`src/rtl/pixel_write_buffer.sv`:
```
// rtl/pixel_write_buffer.sv - clipped pixel FIFO draining to SRAM req/ack port; optional clipping via PIXEL_CLIP_EN
module pixel_write_buffer #(
  parameter int DEPTH     = 8,
  parameter int AF_MARGIN = 2,
  parameter int H_RES     = 640,
  parameter int V_RES     = 480
) (
  input  logic        clk,
  input  logic        n_rst,
  input  logic        pixel_valid,
  input  logic [18:0] pixel_addr,
  input  logic [7:0]  pixel_color,
  output logic        stop,
  output logic        mem_req,
  output logic [18:0] mem_addr,
  output logic [7:0]  mem_data,
  input  logic        mem_ack,
  input  logic        flush_req,
  output logic        flush_done,
  output logic        overflow,
  output logic [15:0] dropped_count
);

  localparam int AW = $clog2(DEPTH);
  localparam int CW = AW + 1;
  localparam logic [CW-1:0] FULL_LVL = CW'(DEPTH);
  localparam logic [CW-1:0] STOP_LVL = CW'(DEPTH - AF_MARGIN);
  localparam logic [CW-1:0] ONE      = CW'(1);
  localparam logic [9:0]    X_LIM    = 10'(H_RES);
  localparam logic [8:0]    Y_LIM    = 9'(V_RES);
  localparam logic [18:0]   H_MUL    = 19'(H_RES);
`ifdef PIXEL_CLIP_EN
  localparam logic CLIP_EN = 1'b1;
`else
  localparam logic CLIP_EN = 1'b0;
`endif

  typedef enum logic {M_IDLE, M_REQ} mstate_t;
  typedef enum logic [1:0] {F_IDLE, F_DRAIN, F_DONE} fstate_t;

  logic [26:0]   fifo_mem [DEPTH];
  logic [AW-1:0] rd_ptr, wr_ptr, rd_next;
  logic [CW-1:0] count, count_next;
  mstate_t       m_state, m_state_next;
  fstate_t       f_state, f_state_next;

  logic [9:0]  px;
  logic [8:0]  py;
  logic        clipped, push_try, push, pop, full, load_head;
  logic [18:0] lin_addr;
  logic [26:0] push_word, head_next;

  assign px        = pixel_addr[18:9];
  assign py        = pixel_addr[8:0];
  assign clipped   = CLIP_EN && ((px >= X_LIM) || (py >= Y_LIM));
  assign lin_addr  = ({10'd0, py} * H_MUL) + {9'd0, px};
  assign push_word = {lin_addr, pixel_color};

  assign full       = (count == FULL_LVL);
  assign pop        = (m_state == M_REQ) && mem_ack;
  assign push_try   = pixel_valid && !clipped;
  // A full FIFO still accepts a push when the head leaves on the same edge.
  assign push       = push_try && (!full || pop);
  assign count_next = count + {{(CW-1){1'b0}}, push} - {{(CW-1){1'b0}}, pop};
  assign rd_next    = rd_ptr + AW'(1);

  assign mem_req    = (m_state == M_REQ);
  assign flush_done = (f_state == F_DONE);

  // The request register is loaded ahead of time, bypassing the array when
  // the entry being presented is written on this same edge.
  always_comb begin
    m_state_next = m_state;
    load_head    = 1'b0;
    head_next    = fifo_mem[rd_ptr];
    case (m_state)
      M_IDLE: begin
        if (count != '0 || push) begin
          m_state_next = M_REQ;
          load_head    = 1'b1;
          head_next    = (count != '0) ? fifo_mem[rd_ptr] : push_word;
        end
      end
      M_REQ: begin
        if (pop) begin
          if (count_next != '0) begin
            load_head = 1'b1;
            head_next = (count == ONE) ? push_word : fifo_mem[rd_next];
          end else begin
            m_state_next = M_IDLE;
          end
        end
      end
      default: m_state_next = M_IDLE;
    endcase
  end

  always_comb begin
    f_state_next = f_state;
    case (f_state)
      F_IDLE:  if (flush_req) f_state_next = F_DRAIN;
      F_DRAIN: if (count == '0 && m_state == M_IDLE && !push) f_state_next = F_DONE;
      F_DONE:  f_state_next = F_IDLE;
      default: f_state_next = F_IDLE;
    endcase
  end

  always_ff @(posedge clk) begin
    if (!n_rst) begin
      rd_ptr        <= '0;
      wr_ptr        <= '0;
      count         <= '0;
      m_state       <= M_IDLE;
      f_state       <= F_IDLE;
      stop          <= 1'b0;
      mem_addr      <= '0;
      mem_data      <= '0;
      overflow      <= 1'b0;
      dropped_count <= '0;
    end else begin
      if (push) wr_ptr <= wr_ptr + AW'(1);
      if (pop)  rd_ptr <= rd_next;
      count   <= count_next;
      m_state <= m_state_next;
      f_state <= f_state_next;
      stop    <= (count_next >= STOP_LVL);
      if (load_head) {mem_addr, mem_data} <= head_next;
      if (push_try && !push) overflow <= 1'b1;
      if (pixel_valid && clipped && dropped_count != 16'hFFFF)
        dropped_count <= dropped_count + 16'd1;
    end
  end

  always_ff @(posedge clk) begin
    if (push) fifo_mem[wr_ptr] <= push_word;
  end

endmodule

```
`config.mk`:
```
export PLATFORM = sky130hd
export DESIGN_NAME = pixel_write_buffer
export DESIGN_NICKNAME = d
export VERILOG_FILES = /design/src/rtl/pixel_write_buffer.sv
export SDC_FILE = /design/constraint.sdc
export NUM_CORES = 1
export LEC_CHECK = 0
export BUFFER_PORTS_ARGS = -buffer_cell sky130_fd_sc_hd__buf_2
export CAP_MARGIN = 0
export CORE_UTILIZATION = 45
export CTS_CLUSTER_DIAMETER = 50
export DETAILED_ROUTE_END_ITERATION = 16
export PLACE_DENSITY = 0.68
export SYNTH_ARGS = -nofsm -noshare
export SYNTH_HDL_FRONTEND = slang
export SYNTH_SLANG_ARGS = --single-unit
```
`constraint.sdc`:
```
create_clock -name clk -period 5.7 [get_ports clk]
set_clock_uncertainty 0.2 [all_clocks]
set_input_delay 1.14 -clock clk [delete_from_list [all_inputs] [get_ports clk]]
set_output_delay 1.14 -clock clk [all_outputs]
set_load 0.005 [all_outputs]
```
==> metrics.txt <==
CP Buf/Inv Count 4; post-cts hold buffer count 0; H-Tree Level Count 1; startpoint type of the worst setup path primary input; Final Non-Filler Cells between 1000 and 1500; Synth Flop Type edfxtp_1; sequential share of the synthesized area ~58%; vias in the first global route roughly 8000; die area about 29000 µm²; Reg clk slew, reported paths 60 ps; Starting Density between 40% and 50%; final number of setup-violating endpoints 0; Data required, critical path roughly 6000 ps; Final Hold Viols 0; Final WS setup between 1000 and 1500 ps; detailed-route wire length per cell approximately 24 µm; RR Endpoint mem_addr[7]; Die W roughly 170 µm; outcome finished clean; RD Place Congestion 0.846; initial antenna violation count 1; latest clock arrival within the worst-skew pair ~550 ps; Pleak between 4 and 5 nW; slowest cell on the critical path fa_1; critical path arrival ~4700 ps; DP Area 13600 µm²; Critical Path Fanout Max 18; layout cells sized above 1 between 20% and 30%; Vias/cell just over 6; synthesized flop and latch total roughly 260; drt initial violations 679; CTS buffer count 27; Achievable Freq ~0.23 GHz; CTS tree built; Detailed Routing Iterations Pass 1 4; fin area between 10000 and 15000 µm²; worst vdd ir approximately 0.22 mV; RSZ-0062 raised after global routing no; Largest stage delay, worst path approximately 470 ps; post_cts resized 0; area of the core ~28000 µm²; Std-Cell Rows about 60; worst slew pin tran around 1200 ps; Post-CTS Setup Bufs 0; synth top area cells edfxtp_1 (51%), mux4_2 (19%), dfxtp_1 (7.1%); Syn Std Cell Area approximately 13000 µm²; r2r worst-path depth 14; hold_ws ~250 ps; crit path time final ~4400 ps; worst-case clock buffer depth 3; count leader, synth edfxtp_1; synthesis-to-layout area growth 13.5%; pwr/cell area approximately 430 nW/µm²; post-synth top area share 50.9%; cell count after synthesis between 800 and 900; Final Max Slew Viols 0; Post-synth EDFFs 216; Slew Limit Headroom a little over a fifth; hold depth 1; hold endpoint f_state[1]; IO Port Bufs 62; Synth top cells by count edfxtp_1 (216), mux4_2 (108), nand2_1 (79), dfxtp_1 (45), a21oi_1 (36); max cap viols 0; Setup WS pre-CTS between 700 and 800 ps; ys async rst share 0%; Worst setup EP type register; GRT Util Overall 21.9%; total I/O pin count between 70 and 80; Tot Pwr 6.21 mW; hpwl dp roughly 18000 µm; placed insts about 1200; Layout Utilization about half; aggregate global routing overflow 0; CP Cell Sequence buf_2 -> and2_1 -> o31a_1 -> inv_2 -> ha_1 -> inv_1 -> ha_1 -> fa_1 -> or3_1 -> a211o_1 -> a31o_2 -> nand2_1 -> buf_4 -> nand2_1 -> a21oi_1; # clock sinks roughly 260; Routed Antenna Nets 0; synth unique cells 63; first-pass GRT wire length between 40000 and 50000 µm; Hold Crit Class reg2reg; CP Class in2reg; Nets approximately 940; Synth area leader edfxtp_1; HP Start f_state[1]; cell family with most CP delay compound AO/OA/AOI/OAI gates; Post-Syn Area per Cell 15.6 µm²; YS warnings 0; routed vias 7774; pin count of the biggest net entering global routing 56; die height ~170 µm; Worst R2R Start mem_req; DR DRC count 0; Worst R2R Setup Slack ~1500 ps; final WL slightly above 30000 µm; clock root cell clkbuf_16; setup tns final 0 ps; Tcrit/Tclk final 77.0%
flip-flops by register name, summed over array words and instances, names as in the netlist, named ones only:
signal and flops:
mem_addr 19, stop 1, count 4, fifo_mem 216
mem_data 8, wr_ptr 3, overflow 1, rd_ptr 3
mem_req 1, f_state 2
worst max path at each step:
| stage | from | endpoint | cells past startpoint | slack, ps |
|---|---|---|---|---|
| after detailed placement | mem_ack | mem_addr[11] | 14 | 790 |
| final | mem_ack | mem_addr[7] | 15 | 1310 |
| after CTS | mem_ack | mem_addr[7] | 15 | 1330 |
| after global routing | mem_ack | mem_addr[11] | 14 | 990 |
| after floorplan | mem_ack | fifo_mem[2][0] | 6 | 310 |
| after global placement | mem_ack | mem_addr[11] | 14 | 840 |
cell usage in the layout (no fill, tap or decap), types with 19 or more instances in the layout:
| cell | synthesis | routed |
|---|---|---|
| nor2_1 | 23 | 21 |
| edfxtp_1 | 216 | 216 |
| dfxtp_1 | 45 | 41 |
| clkbuf_16 | 0 | 27 |
| ha_1 | 25 | 24 |
| buf_4 | 18 | 22 |
| mux2i_1 | 32 | 32 |
| mux4_2 | 108 | 108 |
| nand2_1 | 79 | 79 |
| a21oi_1 | 36 | 36 |
| buf_2 | 15 | 62 |
| o211ai_1 | 19 | 19 |
layer usage:
layer | global-route usage, % | share of wire (%) | vias to the layer above
met5 | 0 | 0 | -
met4 | 5.84 | 1.9 | 0
met3 | 4.23 | 8.5 | 43
met2 | 37.4 | 50 | 341
met1 | 28.7 | 39 | 3984
li1 | - | - | 3406
worst register-to-register path: stages, from the launching register on:
cell and delay, ps:
dfxtp_1 620, and2_1 230, o31a_1 170, inv_2 110, ha_1 290, inv_1 40, ha_1 200, fa_1 510
or3_1 360, a211o_1 370, a31o_2 350, nand2_1 170, buf_4 290, nand2_1 90, a21oi_1 160
area by class of cell:
| class | count | area (µm²) |
|---|---|---|
| multi-input cells | 493 | 5120 |
| flip-flops and latches | 261 | 7390 |
| clock buffers | 36 | 759 |
| fillers | 2265 | 13400 |
| well taps | 378 | 473 |
| repair buffers | 86 | 515 |
| inverters | 13 | 48.8 |
| diodes | 1 | 2.50 |
| clock inverters | 14 | 150 |
report_power, final:
group          total (mW)  leakage [nW]  switching [mW]  internal [mW]
combinational        1.94          2.01            1.10          0.843
sequential           2.50          2.33           0.167           2.34
clock                1.77         0.449           0.735           1.03
cell families after synthesis:
kind of cell	after synthesis	synth area share, %
fa+ha+maj	28	2.93
compound gates	128	7.17
simple gates	160	5.89
buf+inv	77	2.95
other cells	1	0.0294
mux	142	21.8
flops	261	58.0
xor+xnor	19	1.31
Note: power is estimated with default switching activity, not from simulation.
